**src/rtl/trigger_unit_seg_if.sv**
```systemverilog
// Register-block / FIFO side bundle for the segmented capture trigger.
// The parameters must match those given to trigger_unit_seg.
interface trigger_unit_seg_if #(
    parameter int ADC_W   = 12,
    parameter int NUM_EXT = 4,
    parameter int CNT_W   = 32,
    parameter int SEG_W   = 16
);
    logic [ADC_W-1:0]   adc_data;
    logic [NUM_EXT-1:0] ext_trigger_i;
    logic [NUM_EXT-1:0] ext_mask_i;
    logic               ext_and_i;
    logic               trigger_source_i;
    logic [1:0]         adc_mode_i;
    logic [ADC_W-1:0]   adc_level_lo_i;
    logic [ADC_W-1:0]   adc_level_hi_i;
    logic               trigger_level_i;
    logic               trigger_wait_i;
    logic               trigger_now_i;
    logic               arm_i;
    logic [CNT_W-1:0]   trigger_offset_i;
    logic [CNT_W-1:0]   holdoff_i;
    logic [SEG_W-1:0]   num_segments_i;
    logic               capture_done_i;
    logic               arm_o;
    logic               capture_active_o;
    logic               capture_go_o;
    logic [SEG_W-1:0]   segment_count_o;
    logic [CNT_W-1:0]   trigger_length_o;
    logic               done_o;
    logic [2:0]         state_o;

    modport slave (
        input  adc_data, ext_trigger_i, ext_mask_i, ext_and_i, trigger_source_i,
               adc_mode_i, adc_level_lo_i, adc_level_hi_i, trigger_level_i,
               trigger_wait_i, trigger_now_i, arm_i, trigger_offset_i, holdoff_i,
               num_segments_i, capture_done_i,
        output arm_o, capture_active_o, capture_go_o, segment_count_o,
               trigger_length_o, done_o, state_o
    );

    modport master (
        output adc_data, ext_trigger_i, ext_mask_i, ext_and_i, trigger_source_i,
               adc_mode_i, adc_level_lo_i, adc_level_hi_i, trigger_level_i,
               trigger_wait_i, trigger_now_i, arm_i, trigger_offset_i, holdoff_i,
               num_segments_i, capture_done_i,
        input  arm_o, capture_active_o, capture_go_o, segment_count_o,
               trigger_length_o, done_o, state_o
    );
endinterface

```
**src/rtl/trigger_unit_seg.sv**
```systemverilog
// Segmented capture trigger: picks an ADC window comparator or a masked
// combination of external lines, waits a programmable offset after each
// trigger and issues one capture_go pulse per segment, with holdoff between
// segments. Parameters must match those of the connected interface.
module trigger_unit_seg #(
    parameter int ADC_W   = 12,
    parameter int NUM_EXT = 4,
    parameter int CNT_W   = 32,
    parameter int SEG_W   = 16
) (
    input  logic         adc_clk,
    input  logic         reset,
    trigger_unit_seg_if.slave bus
);

    localparam logic [2:0] S_IDLE          = 3'd0;
    localparam logic [2:0] S_WAIT_INACTIVE = 3'd1;
    localparam logic [2:0] S_ARMED         = 3'd2;
    localparam logic [2:0] S_DELAY         = 3'd3;
    localparam logic [2:0] S_CAPTURE       = 3'd4;
    localparam logic [2:0] S_HOLDOFF       = 3'd5;
    localparam logic [2:0] S_DONE          = 3'd6;

    logic [2:0]         r_state;
    logic               r_raw;
    logic               r_armD;
    logic               r_nowS1;
    logic               r_nowS2;
    logic               r_nowS3;
    logic [CNT_W-1:0]   r_cnt;
    logic [CNT_W-1:0]   r_length;
    logic [SEG_W-1:0]   r_segCount;
    logic               r_active;
    logic               r_go;
    logic               r_done;

    logic [NUM_EXT-1:0] w_extMasked;
    logic               w_extRaw;
    logic               w_adcRaw;
    logic               w_raw;
    logic               w_trigAct;
    logic               w_nowP;
    logic               w_armRise;
    logic               w_runActive;
    logic               w_abort;
    logic               w_startSeg;
    logic [SEG_W-1:0]   w_effSegs;
    logic [SEG_W-1:0]   w_segNext;

    // Raw trigger source selection: masked AND/OR of external lines or ADC window compare
    always_comb begin
        w_extMasked = bus.ext_trigger_i & bus.ext_mask_i;
        if (bus.ext_and_i) begin
            w_extRaw = (bus.ext_mask_i != '0) && (w_extMasked == bus.ext_mask_i);
        end else begin
            w_extRaw = |w_extMasked;
        end
        case (bus.adc_mode_i)
            2'b00:   w_adcRaw = bus.adc_data > bus.adc_level_hi_i;
            2'b01:   w_adcRaw = bus.adc_data < bus.adc_level_lo_i;
            2'b10:   w_adcRaw = (bus.adc_data >= bus.adc_level_lo_i) &&
                                (bus.adc_data <= bus.adc_level_hi_i);
            default: w_adcRaw = (bus.adc_data < bus.adc_level_lo_i) ||
                                (bus.adc_data > bus.adc_level_hi_i);
        endcase
        w_raw = bus.trigger_source_i ? w_adcRaw : w_extRaw;
    end

    assign w_trigAct   = (r_raw == bus.trigger_level_i);
    assign w_nowP      = r_nowS2 & ~r_nowS3;
    assign w_armRise   = bus.arm_i & ~r_armD;
    assign w_runActive = (r_state != S_IDLE) && (r_state != S_DONE);
    assign w_abort     = w_runActive & ~bus.arm_i;
    assign w_effSegs   = (bus.num_segments_i == '0) ? SEG_W'(1) : bus.num_segments_i;
    assign w_segNext   = r_segCount + SEG_W'(1);
    assign w_startSeg  = ((r_state == S_WAIT_INACTIVE) && w_nowP) ||
                         ((r_state == S_ARMED) && (w_trigAct || w_nowP));

    // Input registers: raw trigger, arm edge history and force-trigger synchroniser
    always_ff @(posedge adc_clk or posedge reset) begin
        if (reset) begin
            r_raw   <= 1'b0;
            r_armD  <= 1'b0;
            r_nowS1 <= 1'b0;
            r_nowS2 <= 1'b0;
            r_nowS3 <= 1'b0;
        end else begin
            r_raw   <= w_raw;
            r_armD  <= bus.arm_i;
            r_nowS1 <= bus.trigger_now_i;
            r_nowS2 <= r_nowS1;
            r_nowS3 <= r_nowS2;
        end
    end

    // Segment sequencer; a zero offset skips DELAY so capture_go lands one cycle after the trigger
    always_ff @(posedge adc_clk or posedge reset) begin
        if (reset) begin
            r_state    <= S_IDLE;
            r_cnt      <= '0;
            r_segCount <= '0;
            r_active   <= 1'b0;
            r_go       <= 1'b0;
            r_done     <= 1'b0;
        end else begin
            r_go <= 1'b0;
            if (w_abort) begin
                r_state  <= S_IDLE;
                r_active <= 1'b0;
            end else if (w_startSeg) begin
                if (bus.trigger_offset_i == '0) begin
                    r_state  <= S_CAPTURE;
                    r_go     <= 1'b1;
                    r_active <= 1'b1;
                end else begin
                    r_state <= S_DELAY;
                    r_cnt   <= CNT_W'(1);
                end
            end else begin
                case (r_state)
                    S_IDLE: begin
                        if (w_armRise) begin
                            r_segCount <= '0;
                            r_done     <= 1'b0;
                            r_state    <= bus.trigger_wait_i ? S_WAIT_INACTIVE : S_ARMED;
                        end
                    end
                    S_WAIT_INACTIVE: begin
                        if (!w_trigAct) begin
                            r_state <= S_ARMED;
                        end
                    end
                    S_ARMED: begin
                        r_state <= S_ARMED;
                    end
                    S_DELAY: begin
                        if (r_cnt == bus.trigger_offset_i) begin
                            r_state  <= S_CAPTURE;
                            r_go     <= 1'b1;
                            r_active <= 1'b1;
                        end else begin
                            r_cnt <= r_cnt + CNT_W'(1);
                        end
                    end
                    S_CAPTURE: begin
                        if (bus.capture_done_i) begin
                            r_active   <= 1'b0;
                            r_segCount <= w_segNext;
                            if (w_segNext == w_effSegs) begin
                                r_state <= S_DONE;
                                r_done  <= 1'b1;
                            end else begin
                                r_state <= S_HOLDOFF;
                                r_cnt   <= CNT_W'(1);
                            end
                        end
                    end
                    S_HOLDOFF: begin
                        if ((bus.holdoff_i == '0) || (r_cnt == bus.holdoff_i)) begin
                            r_state <= bus.trigger_wait_i ? S_WAIT_INACTIVE : S_ARMED;
                        end else begin
                            r_cnt <= r_cnt + CNT_W'(1);
                        end
                    end
                    S_DONE: begin
                        if (!bus.arm_i) begin
                            r_state <= S_IDLE;
                        end
                    end
                    default: begin
                        r_state <= S_IDLE;
                    end
                endcase
            end
        end
    end

    // Saturating count of cycles with the trigger active during a run
    always_ff @(posedge adc_clk or posedge reset) begin
        if (reset) begin
            r_length <= '0;
        end else if ((r_state == S_IDLE) && w_armRise) begin
            r_length <= '0;
        end else if (w_trigAct && (r_state != S_IDLE) && (r_length != '1)) begin
            r_length <= r_length + CNT_W'(1);
        end
    end

    assign bus.arm_o            = w_runActive;
    assign bus.capture_active_o = r_active;
    assign bus.capture_go_o     = r_go;
    assign bus.segment_count_o  = r_segCount;
    assign bus.trigger_length_o = r_length;
    assign bus.done_o           = r_done;
    assign bus.state_o          = r_state;

endmodule
```
**src/flat_wrapper.sv**
```systemverilog
// flat-port wrapper written by rule: the top's interface ports become plain ports
module trigger_unit_seg_flat 
#(
    parameter int ADC_W   = 12,
    parameter int NUM_EXT = 4,
    parameter int CNT_W   = 32,
    parameter int SEG_W   = 16
)
  (adc_clk, reset, bus_adc_data, bus_ext_trigger_i, bus_ext_mask_i, bus_ext_and_i, bus_trigger_source_i, bus_adc_mode_i, bus_adc_level_lo_i, bus_adc_level_hi_i, bus_trigger_level_i, bus_trigger_wait_i, bus_trigger_now_i, bus_arm_i, bus_trigger_offset_i, bus_holdoff_i, bus_num_segments_i, bus_capture_done_i, bus_arm_o, bus_capture_active_o, bus_capture_go_o, bus_segment_count_o, bus_trigger_length_o, bus_done_o, bus_state_o);
  trigger_unit_seg_if #(.ADC_W(ADC_W), .NUM_EXT(NUM_EXT), .CNT_W(CNT_W), .SEG_W(SEG_W)) bus_i ();
  input  logic adc_clk;
  input  logic reset;
  input wire logic [$bits(bus_i.adc_data)-1:0] bus_adc_data;
  input wire logic [$bits(bus_i.ext_trigger_i)-1:0] bus_ext_trigger_i;
  input wire logic [$bits(bus_i.ext_mask_i)-1:0] bus_ext_mask_i;
  input wire logic [$bits(bus_i.ext_and_i)-1:0] bus_ext_and_i;
  input wire logic [$bits(bus_i.trigger_source_i)-1:0] bus_trigger_source_i;
  input wire logic [$bits(bus_i.adc_mode_i)-1:0] bus_adc_mode_i;
  input wire logic [$bits(bus_i.adc_level_lo_i)-1:0] bus_adc_level_lo_i;
  input wire logic [$bits(bus_i.adc_level_hi_i)-1:0] bus_adc_level_hi_i;
  input wire logic [$bits(bus_i.trigger_level_i)-1:0] bus_trigger_level_i;
  input wire logic [$bits(bus_i.trigger_wait_i)-1:0] bus_trigger_wait_i;
  input wire logic [$bits(bus_i.trigger_now_i)-1:0] bus_trigger_now_i;
  input wire logic [$bits(bus_i.arm_i)-1:0] bus_arm_i;
  input wire logic [$bits(bus_i.trigger_offset_i)-1:0] bus_trigger_offset_i;
  input wire logic [$bits(bus_i.holdoff_i)-1:0] bus_holdoff_i;
  input wire logic [$bits(bus_i.num_segments_i)-1:0] bus_num_segments_i;
  input wire logic [$bits(bus_i.capture_done_i)-1:0] bus_capture_done_i;
  output wire logic [$bits(bus_i.arm_o)-1:0] bus_arm_o;
  output wire logic [$bits(bus_i.capture_active_o)-1:0] bus_capture_active_o;
  output wire logic [$bits(bus_i.capture_go_o)-1:0] bus_capture_go_o;
  output wire logic [$bits(bus_i.segment_count_o)-1:0] bus_segment_count_o;
  output wire logic [$bits(bus_i.trigger_length_o)-1:0] bus_trigger_length_o;
  output wire logic [$bits(bus_i.done_o)-1:0] bus_done_o;
  output wire logic [$bits(bus_i.state_o)-1:0] bus_state_o;
  assign bus_i.adc_data = bus_adc_data;
  assign bus_i.ext_trigger_i = bus_ext_trigger_i;
  assign bus_i.ext_mask_i = bus_ext_mask_i;
  assign bus_i.ext_and_i = bus_ext_and_i;
  assign bus_i.trigger_source_i = bus_trigger_source_i;
  assign bus_i.adc_mode_i = bus_adc_mode_i;
  assign bus_i.adc_level_lo_i = bus_adc_level_lo_i;
  assign bus_i.adc_level_hi_i = bus_adc_level_hi_i;
  assign bus_i.trigger_level_i = bus_trigger_level_i;
  assign bus_i.trigger_wait_i = bus_trigger_wait_i;
  assign bus_i.trigger_now_i = bus_trigger_now_i;
  assign bus_i.arm_i = bus_arm_i;
  assign bus_i.trigger_offset_i = bus_trigger_offset_i;
  assign bus_i.holdoff_i = bus_holdoff_i;
  assign bus_i.num_segments_i = bus_num_segments_i;
  assign bus_i.capture_done_i = bus_capture_done_i;
  assign bus_arm_o = bus_i.arm_o;
  assign bus_capture_active_o = bus_i.capture_active_o;
  assign bus_capture_go_o = bus_i.capture_go_o;
  assign bus_segment_count_o = bus_i.segment_count_o;
  assign bus_trigger_length_o = bus_i.trigger_length_o;
  assign bus_done_o = bus_i.done_o;
  assign bus_state_o = bus_i.state_o;
  trigger_unit_seg #(.ADC_W(ADC_W), .NUM_EXT(NUM_EXT), .CNT_W(CNT_W), .SEG_W(SEG_W)) u_core (.adc_clk(adc_clk), .reset(reset), .bus(bus_i));
endmodule
```
**config.mk**
```make
export PLATFORM = sky130hd
export DESIGN_NAME = trigger_unit_seg_flat
export DESIGN_NICKNAME = d
export VERILOG_FILES = /design/src/rtl/trigger_unit_seg_if.sv /design/src/rtl/trigger_unit_seg.sv /design/src/flat_wrapper.sv
export SDC_FILE = /design/constraint.sdc
export NUM_CORES = 1
export LEC_CHECK = 0
export CORE_ASPECT_RATIO = 0.5
export CORE_MARGIN = 1
export CORE_UTILIZATION = 45
export CTS_CLUSTER_SIZE = 12
export DETAILED_ROUTE_END_ITERATION = 8
export PLACE_DENSITY = 0.86
export SLEW_MARGIN = 20
export SYNTH_ARGS = -nofsm -noshare
export SYNTH_HDL_FRONTEND = slang
export SYNTH_SLANG_ARGS = --single-unit
export TNS_END_PERCENT = 50
```
**constraint.sdc**
```tcl
create_clock -name adc_clk -period 5.3 [get_ports adc_clk]
set_clock_uncertainty 0.05 [all_clocks]
set_input_delay 1.59 -clock adc_clk [delete_from_list [all_inputs] [get_ports adc_clk]]
set_output_delay 1.59 -clock adc_clk [all_outputs]
set_load 0.1 [all_outputs]
```
# Word level (Yosys, flattened, before mapping)
# Cells that the tools add are included.
[totals]
inputBits = 135
wordCells = 130
regBits = 91
out_inout_bits = 55
[op_classes]
n_lt_le_gt_ge = 4
addsub = 3
n_eq_ne = 30
n_bitwise = 9
n_mux = 43
reduce_logical = 29
[op_table]
columns = ["op", "n"]
rows = [
  ["2-to-1 mux 32 bit", 8],
  ["one-hot mux 32 bit (3 select lines)", 1],
  ["adder 32 x 1 -> 32 bit (second input constant)", 2],
  ["equality test 32 bit", 2],
  ["logical NOT 32 bit", 2],
  ["2-to-1 mux 16 bit", 3],
  ["!= test 32 bit (second input constant)", 1],
  ["one-hot mux 16 bit (2 select lines)", 1],
  ["2-to-1 mux 3 bit", 9],
  ["one-hot mux 3 bit (7 select lines)", 1],
  ["adder 16 x 1 -> 16 bit (second input constant)", 1],
  ["equality test 16 bit", 1],
  ["logical NOT 16 bit", 1],
  ["2-to-1 mux 1 bit", 15],
  ["!= test 3 x 2 -> 1 bit (second input constant)", 5],
  [">= comparator 12 bit", 1],
  ["greater-than comparator 12 bit", 1],
  ["<= comparator 12 bit", 1],
  ["less-than comparator 12 bit", 1],
  ["!= test 4 x 1 -> 1 bit (second input constant)", 3],
  ["AND reduction 6 bit", 2],
  ["nonzero test 4 bit", 3],
  ["equality test 3 bit (second input constant)", 3],
  ["logical AND 1 bit", 8],
  ["other kinds (26)", 42],
]

# Depth between registers and ports, before layout
# Gate-level depths: netlist of run 1.
[depth]
word_depth = 8
ltp_mapped = 10
mapped_depth_nobuf = 9

# Worst setup path before layout of run 1
# Ideal clock, no wire load.
[synth_timing]
path_kind = "register to output"
start = "register u_core.r_state[2], in the netlist u_core.bus.state_o[2]"
end = "output bus_arm_o"
t_arrival_ns = 2.143
stages_incl_launch_ff = 4
required_ns = 3.660
path_buffers = 1
path_slack_ns = 1.517
cell_sequence = "dfrtp_1 -> buf_2 -> nand2b_1 -> nand3_1"
[synth_via]
elab_chain_cells = 2
elab_cells_between_ends = 3
classes_between = "1 x eq/ne; 2 x reduce/logical"
[synth_rtl]
columns = ["item", "line", "text"]
rows = [
  ["start: declaration", "trigger_unit_seg.sv:24", "logic [2:0] r_state;"],
  ["start signal: assignment", "trigger_unit_seg.sv:125", "r_state <= bus.trigger_wait_i ? S_WAIT_INACTIVE : S_ARMED;"],
  ["start signal: assignment", "trigger_unit_seg.sv:160", "r_state <= bus.trigger_wait_i ? S_WAIT_INACTIVE : S_ARMED;"],
  ["!= test 3 bit or nonzero test 3 bit (tied branches)", "trigger_unit_seg.sv:72", "assign w_runActive = (r_state != S_IDLE) && (r_state != S_DONE);"],
  ["logical AND 1 bit *", "trigger_unit_seg.sv:72", ""],
  ["end: declaration", "flat_wrapper.sv:29", "output wire logic [$bits(bus_i.arm_o)-1:0] bus_arm_o;"],
]
# Every way passes the cells marked *; elsewhere a longest branch is shown, timed or not.

# Worst setup path after layout of run 1
[layout_timing]
start = "input bus_holdoff_i[22]"
end = "register u_core.r_cnt[26]"
[layout_via]
elab_chain_cells = 4
elab_cells_between_ends = 5
classes_between = "2 x eq/ne; 3 x reduce/logical"
[layout_rtl]
columns = ["item", "line", "text"]
rows = [
  ["start: declaration", "flat_wrapper.sv:26", "input wire logic [$bits(bus_i.holdoff_i)-1:0] bus_holdoff_i;"],
  ["equality test 32 bit or logical NOT 32 bit (tied branches)", "trigger_unit_seg.sv:159", "if ((bus.holdoff_i == '0) || (r_cnt == bus.holdoff_i)) begin"],
  ["logical OR 1 bit *", "trigger_unit_seg.sv:159", ""],
  ["!= test 3 x 2 -> 1 bit (no line) *", "n/a", ""],
  ["AND reduction 7 bit (no line) *", "n/a", ""],
  ["end signal: assignment", "trigger_unit_seg.sv:142", "r_cnt <= r_cnt + CNT_W'(1);"],
  ["end signal: assignment", "trigger_unit_seg.sv:162", "r_cnt <= r_cnt + CNT_W'(1);"],
  ["end: declaration", "trigger_unit_seg.sv:30", "logic [CNT_W-1:0] r_cnt;"],
]
# Marked as above.
# A chain may end at the register's enable or synchronous reset.

==> impl_metrics.env, run 1 <==
export IMPL_status="finished clean"
export IMPL_routed_wl_um=22500
export IMPL_placed_cells=1263
export IMPL_synth_area_leader_cell="dfrtp_1"
export IMPL_drt_iter0_drc=784
export IMPL_avgSynthCellArea_um2=8.31
export IMPL_synth_area_mm2=0.00752
export IMPL_layout_nets=1215
export IMPL_cp_max_fo=28
export IMPL_synth_edff_count=0
export IMPL_synth_cells=905
export IMPL_hold_class="reg2reg"
export IMPL_cts_hold_buffers=0
export IMPL_die_x_um=185
export IMPL_cp_arrival_ps=4490
export IMPL_synthTopCellsByCount="91 x dfrtp_1, 85 x xnor2_1, 83 x nand2_1, 67 x nor2_1, 49 x nand4_1"
export IMPL_cts_max_path_buffers=2
export IMPL_numCtsBuffers=9
export IMPL_grt_setup_unrepaired="false"
export IMPL_clk_root_buffer_cell="clkbuf_16"
export IMPL_post_route_period_util_pct=81.4
export IMPL_slew_headroom_pct=26.0
export IMPL_firstDrtPassIters=6
export IMPL_ir_worst_vdd_v=0.000192
export IMPL_setup_viol=0
export IMPL_ant_nets=0
export IMPL_finalCoreUtilization_pct=61.4
export IMPL_io_buffers=189
export IMPL_dpl_hpwl_um=17100
export IMPL_grt_start_max_net_pins=57
export IMPL_min_from="u_core.r_nowS1"
export IMPL_grt_ovfl_total=0
export IMPL_placed_area_mm2=0.00942
export IMPL_htree_levels=3
export IMPL_startpoint="bus_holdoff_i[22]"
export IMPL_io_pins=190
export IMPL_synth_seq_cells=91
export IMPL_drc=0
export IMPL_required_ps=5480
export IMPL_worstMarginPinSlew_ps=1110
export IMPL_synth_seq_area_share_pct=30.3
export IMPL_async_flop_share_pct=100
export IMPL_crit_type="in2reg"
export IMPL_viasPerCell=5.88
export IMPL_cts_tree="built"
export IMPL_num_vias=7522
export IMPL_grt_pass1_vias=7283
export IMPL_fin_area_mm2=0.00974
export IMPL_yosysWarnings=0
export IMPL_synth_top_area_share_pct=30.3
export IMPL_synth_cell_type_count=77
export IMPL_fin_ws_ps=988
export IMPL_routedWlPerCell_um=17.6
export IMPL_cts_setup_buffers=0
export IMPL_clk_latency_ps=350
export IMPL_cts_resized=0
export IMPL_area_growth_syn_to_layout_pct=29.6
export IMPL_fin_tns_setup_ps=0
export IMPL_power_mw=2.17
export IMPL_synth_ff_type="dfrtp_1"
export IMPL_power_density_mw_per_mm2=223
export IMPL_finalMaxSlewViolations=0
export IMPL_antenna_found_initial=0
export IMPL_num_antenna_cells=0
export IMPL_place_congestion=0.969
export IMPL_start_kind="input port"
export IMPL_clkTransAtPathRegs_ps=70
export IMPL_power_leakage_nw=3.88
export IMPL_clock_sinks=91
export IMPL_fmax_mhz=232
export IMPL_holdWs_ps=303
export IMPL_rows=32
export IMPL_fillers=1368
export IMPL_die_h_um=93.4
export IMPL_fin_cells=1279
export IMPL_timing_rr_start="u_core.bus.segment_count_o[0]"
export IMPL_cp_end_kind="register"
export IMPL_pre_cts_slack_ps=672
export IMPL_post_route_min_period_ps=4310
export IMPL_grt_pass1_wl_um=36800
export IMPL_synth_area_leaders="dfrtp_1 30%, xnor2_1 9.9%, ha_1 4.5%"
export IMPL_drv_cap=0
export IMPL_drive_gt1_share_pct=7.18
export IMPL_core_mm2=0.0159
export IMPL_gr_usage_all_layers_pct=26.9
export IMPL_synth_net_count=1067
export IMPL_initial_core_util_pct=47.4
export IMPL_hold_viol=0
export IMPL_yosysMostFrequentCell="dfrtp_1"
export IMPL_die_area_mm2=0.0173
[worst max-delay path, cell delays in order]
cell and delay, ps:
clkdlybuf4s50_1 450, xnor2_1 360, nand4_1 190, nor4_1 560, a211oi_1 200, o22a_1 640
a32oi_1 420, o21ai_2 80
[metal layers]
metal  GRT usage (%)  wire [µm]  vias up
met5               0          0        -
met4            6.75        250        0
met3            6.19       1860       24
met2            43.8      10600      326
met1            35.9       9760     3605
li1                -          -     3567
[registers in the layout, indices dropped and copies added, names as in the netlist]
register                     cells
u_core.bus.trigger_length_o     32
u_core.r_cnt                    32
u_core.bus.segment_count_o      16
u_core.bus.state_o               3
u_core.bus.capture_active_o      1
u_core.bus.capture_go_o          1
u_core.bus.done_o                1
u_core.r_armD                    1
u_core.r_nowS1                   1
u_core.r_nowS2                   1
u_core.r_nowS3                   1
u_core.r_raw                     1
[cell usage in the layout, fill, tap and decap left out, types with 4 or more instances in the layout]
| master | count |
|---|---|
| nor2_1 | 67 |
| xor2_1 | 32 |
| nor3_1 | 24 |
| nor3b_1 | 7 |
| a21oi_1 | 33 |
| a32oi_1 | 4 |
| clkbuf_16 | 9 |
| nand2_1 | 83 |
| nor4_1 | 34 |
| and3_1 | 20 |
| and2_1 | 7 |
| buf_4 | 8 |
| nand3_1 | 34 |
| ha_1 | 27 |
| o211ai_1 | 8 |
| xnor2_1 | 85 |
| a21o_1 | 6 |
| o22ai_1 | 5 |
| clkdlybuf4s50_1 | 189 |
| o21ai_0 | 40 |
| o21ai_2 | 23 |
| dfrtp_1 | 91 |
| or2_2 | 4 |
| inv_1 | 38 |
| a22oi_1 | 6 |
| nor2b_1 | 5 |
| mux2i_1 | 4 |
| nand4_1 | 49 |
| nand2b_1 | 15 |
| a211oi_1 | 4 |
| o211ai_2 | 4 |
| o31ai_1 | 6 |
| and4_1 | 11 |
| a31oi_1 | 12 |
[power by group]
part | internal (mW) | leakage [nW] | switching (mW) | total [mW]
sequential | 0.722 | 1.23 | 0.0709 | 0.793
clock | 0.378 | 0.155 | 0.303 | 0.681
combinational | 0.283 | 2.49 | 0.416 | 0.699
total | 1.38 | 3.88 | 0.790 | 2.17
[worst paths after layout]
path | to | slack, ps | depth (start not counted)
worst max register to register | u_core.r_cnt[31] | 1640 | 9
worst min register to register | u_core.r_nowS2 | 300 | 0
worst max-delay path | u_core.r_cnt[26] | 990 | 8
min in group asynchronous | u_core.bus.trigger_length_o[6] | 1680 | 2
max in group asynchronous | u_core.r_cnt[15] | 2770 | 3
worst min-delay path | u_core.r_nowS2 | 300 | 0
[area by class of cell]
cell class / instances / area, µm² / area share [%]
inverter: 40 / 153 / 1.57
tap: 221 / 277 / 2.84
sequential: 91 / 2280 / 23.4
multi-input combinational: 714 / 4770 / 48.9
clock inverter: 7 / 92.6 / 0.950
clock buffer: 9 / 225 / 2.31
timing repair buffer: 197 / 1950 / 20.0
[cells by family after synthesis]
kind of cell / share of synthesized area (%)
xor gates and xnor gates: 13.6
DFF: 30.3
adders and majority gates: 4.49
muxes: 0.682
and+or+nand+nor: 28.1
buffers and inverters: 6.41
AOI/OAI and AO/OA: 16.4
(Power assumes the default switching activity.)
==> inputs of run 2 (changes only) <==
clock period = 4.17 ns   (was 5.3 ns; I/O delays follow)
==> run 2 against run 1 <==
Effect of this change:
- routed wire length up 0.64%
- sequential share of layout area about the same
- register-to-register slack got worse by 850 ps
- final cell count up 0.78%
- global-route usage grew 0.10 points
- highest routed layer unchanged
- via count increased by 1.9%
- clock power up 17%
- final area increased by 0.15%
==> impl_metrics.env, run 2 (same netlist as run 1, synthesis figures left out) <==
export IMPL_status="finished clean"
export IMPL_finalMaxSlewViolations=0
export IMPL_seqPwrFrac_pct=37.1
export IMPL_timing_rr_start="u_core.r_cnt[5]"
export IMPL_r2r_cells=6
export IMPL_clk_root_buffer_cell="clkbuf_16"
export IMPL_cts_max_path_buffers=2
export IMPL_drc=0
export IMPL_num_antenna_cells=0
export IMPL_power_density_mw_per_mm2=277
export IMPL_fin_cells=1289
export IMPL_cts_resized=0
export IMPL_antenna_found_initial=0
export IMPL_drive_gt1_share_pct=9.93
export IMPL_placed_area_mm2=0.00947
export IMPL_slowest_delay_ps=520
export IMPL_swShare_pct=37.2
export IMPL_cp_max_fo=15
export IMPL_layout_commonest_cell="clkdlybuf4s50_1"
export IMPL_cp_arrival_ps=3900
export IMPL_clk_latency_ps=350
export IMPL_ant_nets=0
export IMPL_firstDrtPassIters=5
export IMPL_cts_hold_buffers=0
export IMPL_holdWs_ps=294
export IMPL_cpLargestDelayFamily="simple AND/OR/NAND/NOR gates"
export IMPL_grt_ovfl_total=0
export IMPL_post_route_period_util_pct=88.1
export IMPL_num_vias=7665
export IMPL_cts_setup_buffers=0
export IMPL_power_leakage_nw=3.96
export IMPL_cp_end_kind="register"
export IMPL_cp_buffers_inverters=2
export IMPL_drt_iter0_drc=749
export IMPL_r2r_slack_ps=790
export IMPL_worstMarginPinSlew_ps=999
export IMPL_core_mm2=0.0159
export IMPL_p_int_mw=1.70
export IMPL_place_congestion=0.975
export IMPL_dpl_hpwl_um=17300
export IMPL_numCtsBuffers=9
export IMPL_die_area_mm2=0.0173
export IMPL_cts_tree="built"
export IMPL_crit_end="u_core.r_cnt[9]"
export IMPL_io_pins=190
export IMPL_fin_tns_setup_ps=0
export IMPL_rows=32
export IMPL_power_mw=2.71
export IMPL_layout_nets=1225
export IMPL_clkTransAtPathRegs_ps=70
export IMPL_drv_cap=0
export IMPL_placed_cells=1273
export IMPL_htree_levels=3
export IMPL_post_route_min_period_ps=3670
export IMPL_pwr_share_clk_pct=29.5
export IMPL_p_sw_mw=1.01
export IMPL_ir_worst_vdd_v=0.000237
export IMPL_r2r_end="u_core.r_cnt[31]"
export IMPL_cp_num_cells=9
export IMPL_setup_viol=0
export IMPL_start_kind="input port"
export IMPL_required_ps=4400
export IMPL_routed_wl_um=22600
export IMPL_die_x_um=185
export IMPL_grt_pass1_vias=7484
export IMPL_area_growth_syn_to_layout_pct=29.8
export IMPL_initial_core_util_pct=47.4
export IMPL_hold_class="reg2reg"
export IMPL_grt_pass1_wl_um=37400
export IMPL_grt_start_max_net_pins=50
export IMPL_routedWlPerCell_um=17.6
export IMPL_die_h_um=93.4
export IMPL_slew_headroom_pct=33.2
export IMPL_crit_type="in2reg"
export IMPL_combPwrFrac_pct=33.4
export IMPL_io_buffers=189
export IMPL_hold_viol=0
export IMPL_gr_usage_all_layers_pct=27.0
export IMPL_crit_chain="clkdlybuf4s50_1, xor2_1, nor4b_2, o2111ai_1, or4_4, nor4_4, a31oi_4, buf_4, o211ai_2"
export IMPL_startpoint="bus_num_segments_i[11]"
export IMPL_grt_setup_unrepaired="false"
export IMPL_crit_slowest_cell="clkdlybuf4s50_1"
export IMPL_fmax_mhz=272
export IMPL_fin_area_mm2=0.00976
export IMPL_viasPerCell=5.95
export IMPL_clock_sinks=91
export IMPL_final_cell_mix="169 x clkdlybuf4s50_1, 91 x dfrtp_1, 85 x xnor2_1"
[run 2: worst min-delay path by stage]
stage	startpoint	end	depth (start not counted)
after CTS	u_core.r_nowS1	u_core.r_nowS2	0
final	u_core.r_nowS1	u_core.r_nowS2	0
after global placement	u_core.r_nowS1	u_core.r_nowS2	0
after detailed placement	u_core.r_nowS1	u_core.r_nowS2	0
after global routing	u_core.r_nowS1	u_core.r_nowS2	0
after floorplan	u_core.r_nowS1	u_core.r_nowS2	0
[run 2: power by group through the flow]
stage,combinational [mW],sequential (mW),clock (mW)
6_report,0.904,1.01,0.798
5_1_grt,0.974,1.01,0.839
4_1_cts,0.897,1.00,0.807
3_5_place_dp,0.892,1.02,0
3_3_place_gp,0.872,1.02,0
2_1_floorplan,0.515,1.07,0
[run 2: area by class of cell]
cell class	instances	area (µm²)
timing repair buffer	207	2000
sequential	91	2280
clock buffer	9	225
multi-input combinational	714	4770
inverter	40	151
clock inverter	7	58.8
tap	221	277
fill	1357	6100
[run 2: routing by layer]
layer	global-route usage (%)	vias to the layer above	part of all wire, %
li1	-	3595	-
met1	37.2	3660	44
met2	44.0	373	47
met3	4.24	37	7.9
met4	6.96	0	1.4
met5	0	-	0
[run 2: per-stage QoR]
stage / utilization (%) / setup WS, ps
after floorplan: - / 505
after global placement: 59.7 / 302
after detailed placement: 59.7 / 198
after CTS: 61.5 / 564
after global routing: 61.5 / 410
final: 61.5 / 496
==> inputs of run 3 (changes only) <==
--- a/constraint.sdc
+++ b/constraint.sdc
@@ -3,3 +3,3 @@
 set_input_delay 1.251 -clock adc_clk [delete_from_list [all_inputs] [get_ports adc_clk]]
 set_output_delay 1.251 -clock adc_clk [all_outputs]
-set_load 0.1 [all_outputs]
+set_load 0.05 [all_outputs]
==> run 3 against run 2 <==
Effect of this change:
- critical path depth grew 1
- routed wire length grew 0.61%
- first-iteration DRC count grew 4.9%
- via count is essentially flat
- non-clock buffer count grew 1
==> impl_metrics.env, run 3 (same netlist as run 1, synthesis figures left out) <==
export IMPL_finalMaxSlewViolations=0
export IMPL_drive_gt1_share_pct=8.14
export IMPL_r2r_slack_ps=820
export IMPL_post_route_min_period_ps=3590
export IMPL_drv_cap=0
export IMPL_layout_nets=1226
export IMPL_place_congestion=0.953
export IMPL_crit_end="u_core.r_cnt[23]"
export IMPL_grt_use_met1_pct=37.2
export IMPL_grt_busiest_layer="met2"
export IMPL_routedWlPerCell_um=17.7
export IMPL_grt_pass1_vias=7267
export IMPL_viasPerCell=5.94
export IMPL_die_x_um=185
export IMPL_worstMarginPinSlew_ps=894
export IMPL_htree_levels=3
export IMPL_p_sw_mw=0.962
export IMPL_r2r_end="u_core.r_cnt[31]"
export IMPL_finalCoreUtilization_pct=62.0
export IMPL_power_density_mw_per_mm2=272
export IMPL_clkTransAtPathRegs_ps=70
export IMPL_die_h_um=93.4
export IMPL_dpl_hpwl_um=17400
export IMPL_clk_latency_ps=360
export IMPL_r2r_cells=6
export IMPL_clk_root_buffer_cell="clkbuf_16"
export IMPL_holdWs_ps=301
export IMPL_setup_viol=0
export IMPL_use_met2_pct=43.0
export IMPL_power_leakage_nw=3.92
export IMPL_ant_nets=0
export IMPL_fin_tns_setup_ps=0
export IMPL_cp_max_fo=15
export IMPL_timing_rr_start="u_core.r_cnt[5]"
export IMPL_gr_usage_all_layers_pct=26.8
export IMPL_ir_worst_vdd_v=0.000216
export IMPL_drt_iter0_drc=786
export IMPL_cts_tree="built"
export IMPL_antenna_found_initial=0
export IMPL_fmax_mhz=278
export IMPL_status="finished clean"
export IMPL_cts_max_path_buffers=2
export IMPL_startpoint="bus_holdoff_i[0]"
export IMPL_final_cell_mix="189 x clkdlybuf4s50_1, 91 x dfrtp_1, 85 x xnor2_1"
export IMPL_grt_start_max_net_pins=58
export IMPL_swShare_pct=36.0
export IMPL_hold_class="reg2reg"
export IMPL_start_kind="input port"
export IMPL_numCtsBuffers=9
export IMPL_grt_pass1_wl_um=36700
export IMPL_io_buffers=189
export IMPL_post_route_period_util_pct=86.2
export IMPL_seqPwrFrac_pct=37.6
export IMPL_cp_end_kind="register"
export IMPL_combPwrFrac_pct=31.8
export IMPL_cts_setup_buffers=0
export IMPL_p_int_mw=1.71
export IMPL_cts_hold_buffers=0
export IMPL_firstDrtPassIters=5
export IMPL_area_growth_syn_to_layout_pct=30.7
export IMPL_drc=0
export IMPL_hold_viol=0
export IMPL_io_pins=190
export IMPL_die_area_mm2=0.0173
export IMPL_layout_commonest_cell="clkdlybuf4s50_1"
export IMPL_grt_setup_unrepaired="false"
export IMPL_crit_type="in2reg"
export IMPL_slew_headroom_pct=39.9
export IMPL_clock_sinks=91
export IMPL_cp_arrival_ps=3820
export IMPL_initial_core_util_pct=47.4
export IMPL_routed_wl_um=22800
export IMPL_pwr_share_clk_pct=30.6
export IMPL_num_vias=7668
export IMPL_grt_util_met3_pct=4.36
export IMPL_power_mw=2.67
export IMPL_num_antenna_cells=0
export IMPL_rows=32
export IMPL_required_ps=4400
export IMPL_grt_ovfl_total=0
export IMPL_cts_resized=0
export IMPL_core_mm2=0.0159
-- run 3: power groups by stage --
stage / clock, mW / sequential (mW) / combinational (mW)
floorplan: 0 / 1.02 / 0.500
global placement: 0 / 1.02 / 0.815
detailed placement: 0 / 1.02 / 0.834
CTS: 0.829 / 1.00 / 0.840
global route: 0.864 / 1.01 / 0.915
finish: 0.818 / 1.01 / 0.850
-- run 3: worst max-delay path: stages --
cell and delay [ps]:
clkdlybuf4s50_1 440, xnor2_1 370, nand4_1 280, nor4_1 320
buf_4 190, a211oi_1 80, o22ai_1 370, a31oi_4 80
buf_4 260, o211ai_2 180
-- run 3: area by class of cell --
cell class	count	area [µm²]
clock inverters	7	71.3
well taps	221	277
fillers	1346	6030
flip-flops and latches	91	2280
inverters	40	151
repair buffers	208	2060
clock buffers	9	225
multi-input cells	714	4770
-- run 3: routing by layer --
| layer | share of wire, % | vias to the layer above |
|---|---|---|
| met5 | 0 | - |
| met1 | 44 | 3695 |
| met4 | 1.6 | 0 |
| met3 | 7.2 | 40 |
| li1 | - | 3591 |
| met2 | 47 | 342 |
-- run 3: through the flow --
stage | worst slack, ps | instances | area, µm²
after floorplan | 505 | 905 | 7520
after global placement | 297 | 1274 | 9530
final | 577 | 1290 | 9830
after global routing | 432 | 1290 | 9830
after detailed placement | 238 | 1274 | 9530
after CTS | 612 | 1290 | 9830
-- run 3: worst min path at each step --
stage / from / endpoint / slack [ps] / depth (start not counted)
4_1_cts: u_core.r_nowS1 / u_core.r_nowS2 / 300 / 0
2_1_floorplan: u_core.r_nowS1 / u_core.r_nowS2 / 280 / 0
6_report: u_core.r_nowS1 / u_core.r_nowS2 / 300 / 0
5_1_grt: u_core.r_nowS1 / u_core.r_nowS2 / 300 / 0
3_3_place_gp: u_core.r_nowS1 / u_core.r_nowS2 / 290 / 0
3_5_place_dp: u_core.r_nowS1 / u_core.r_nowS2 / 290 / 0
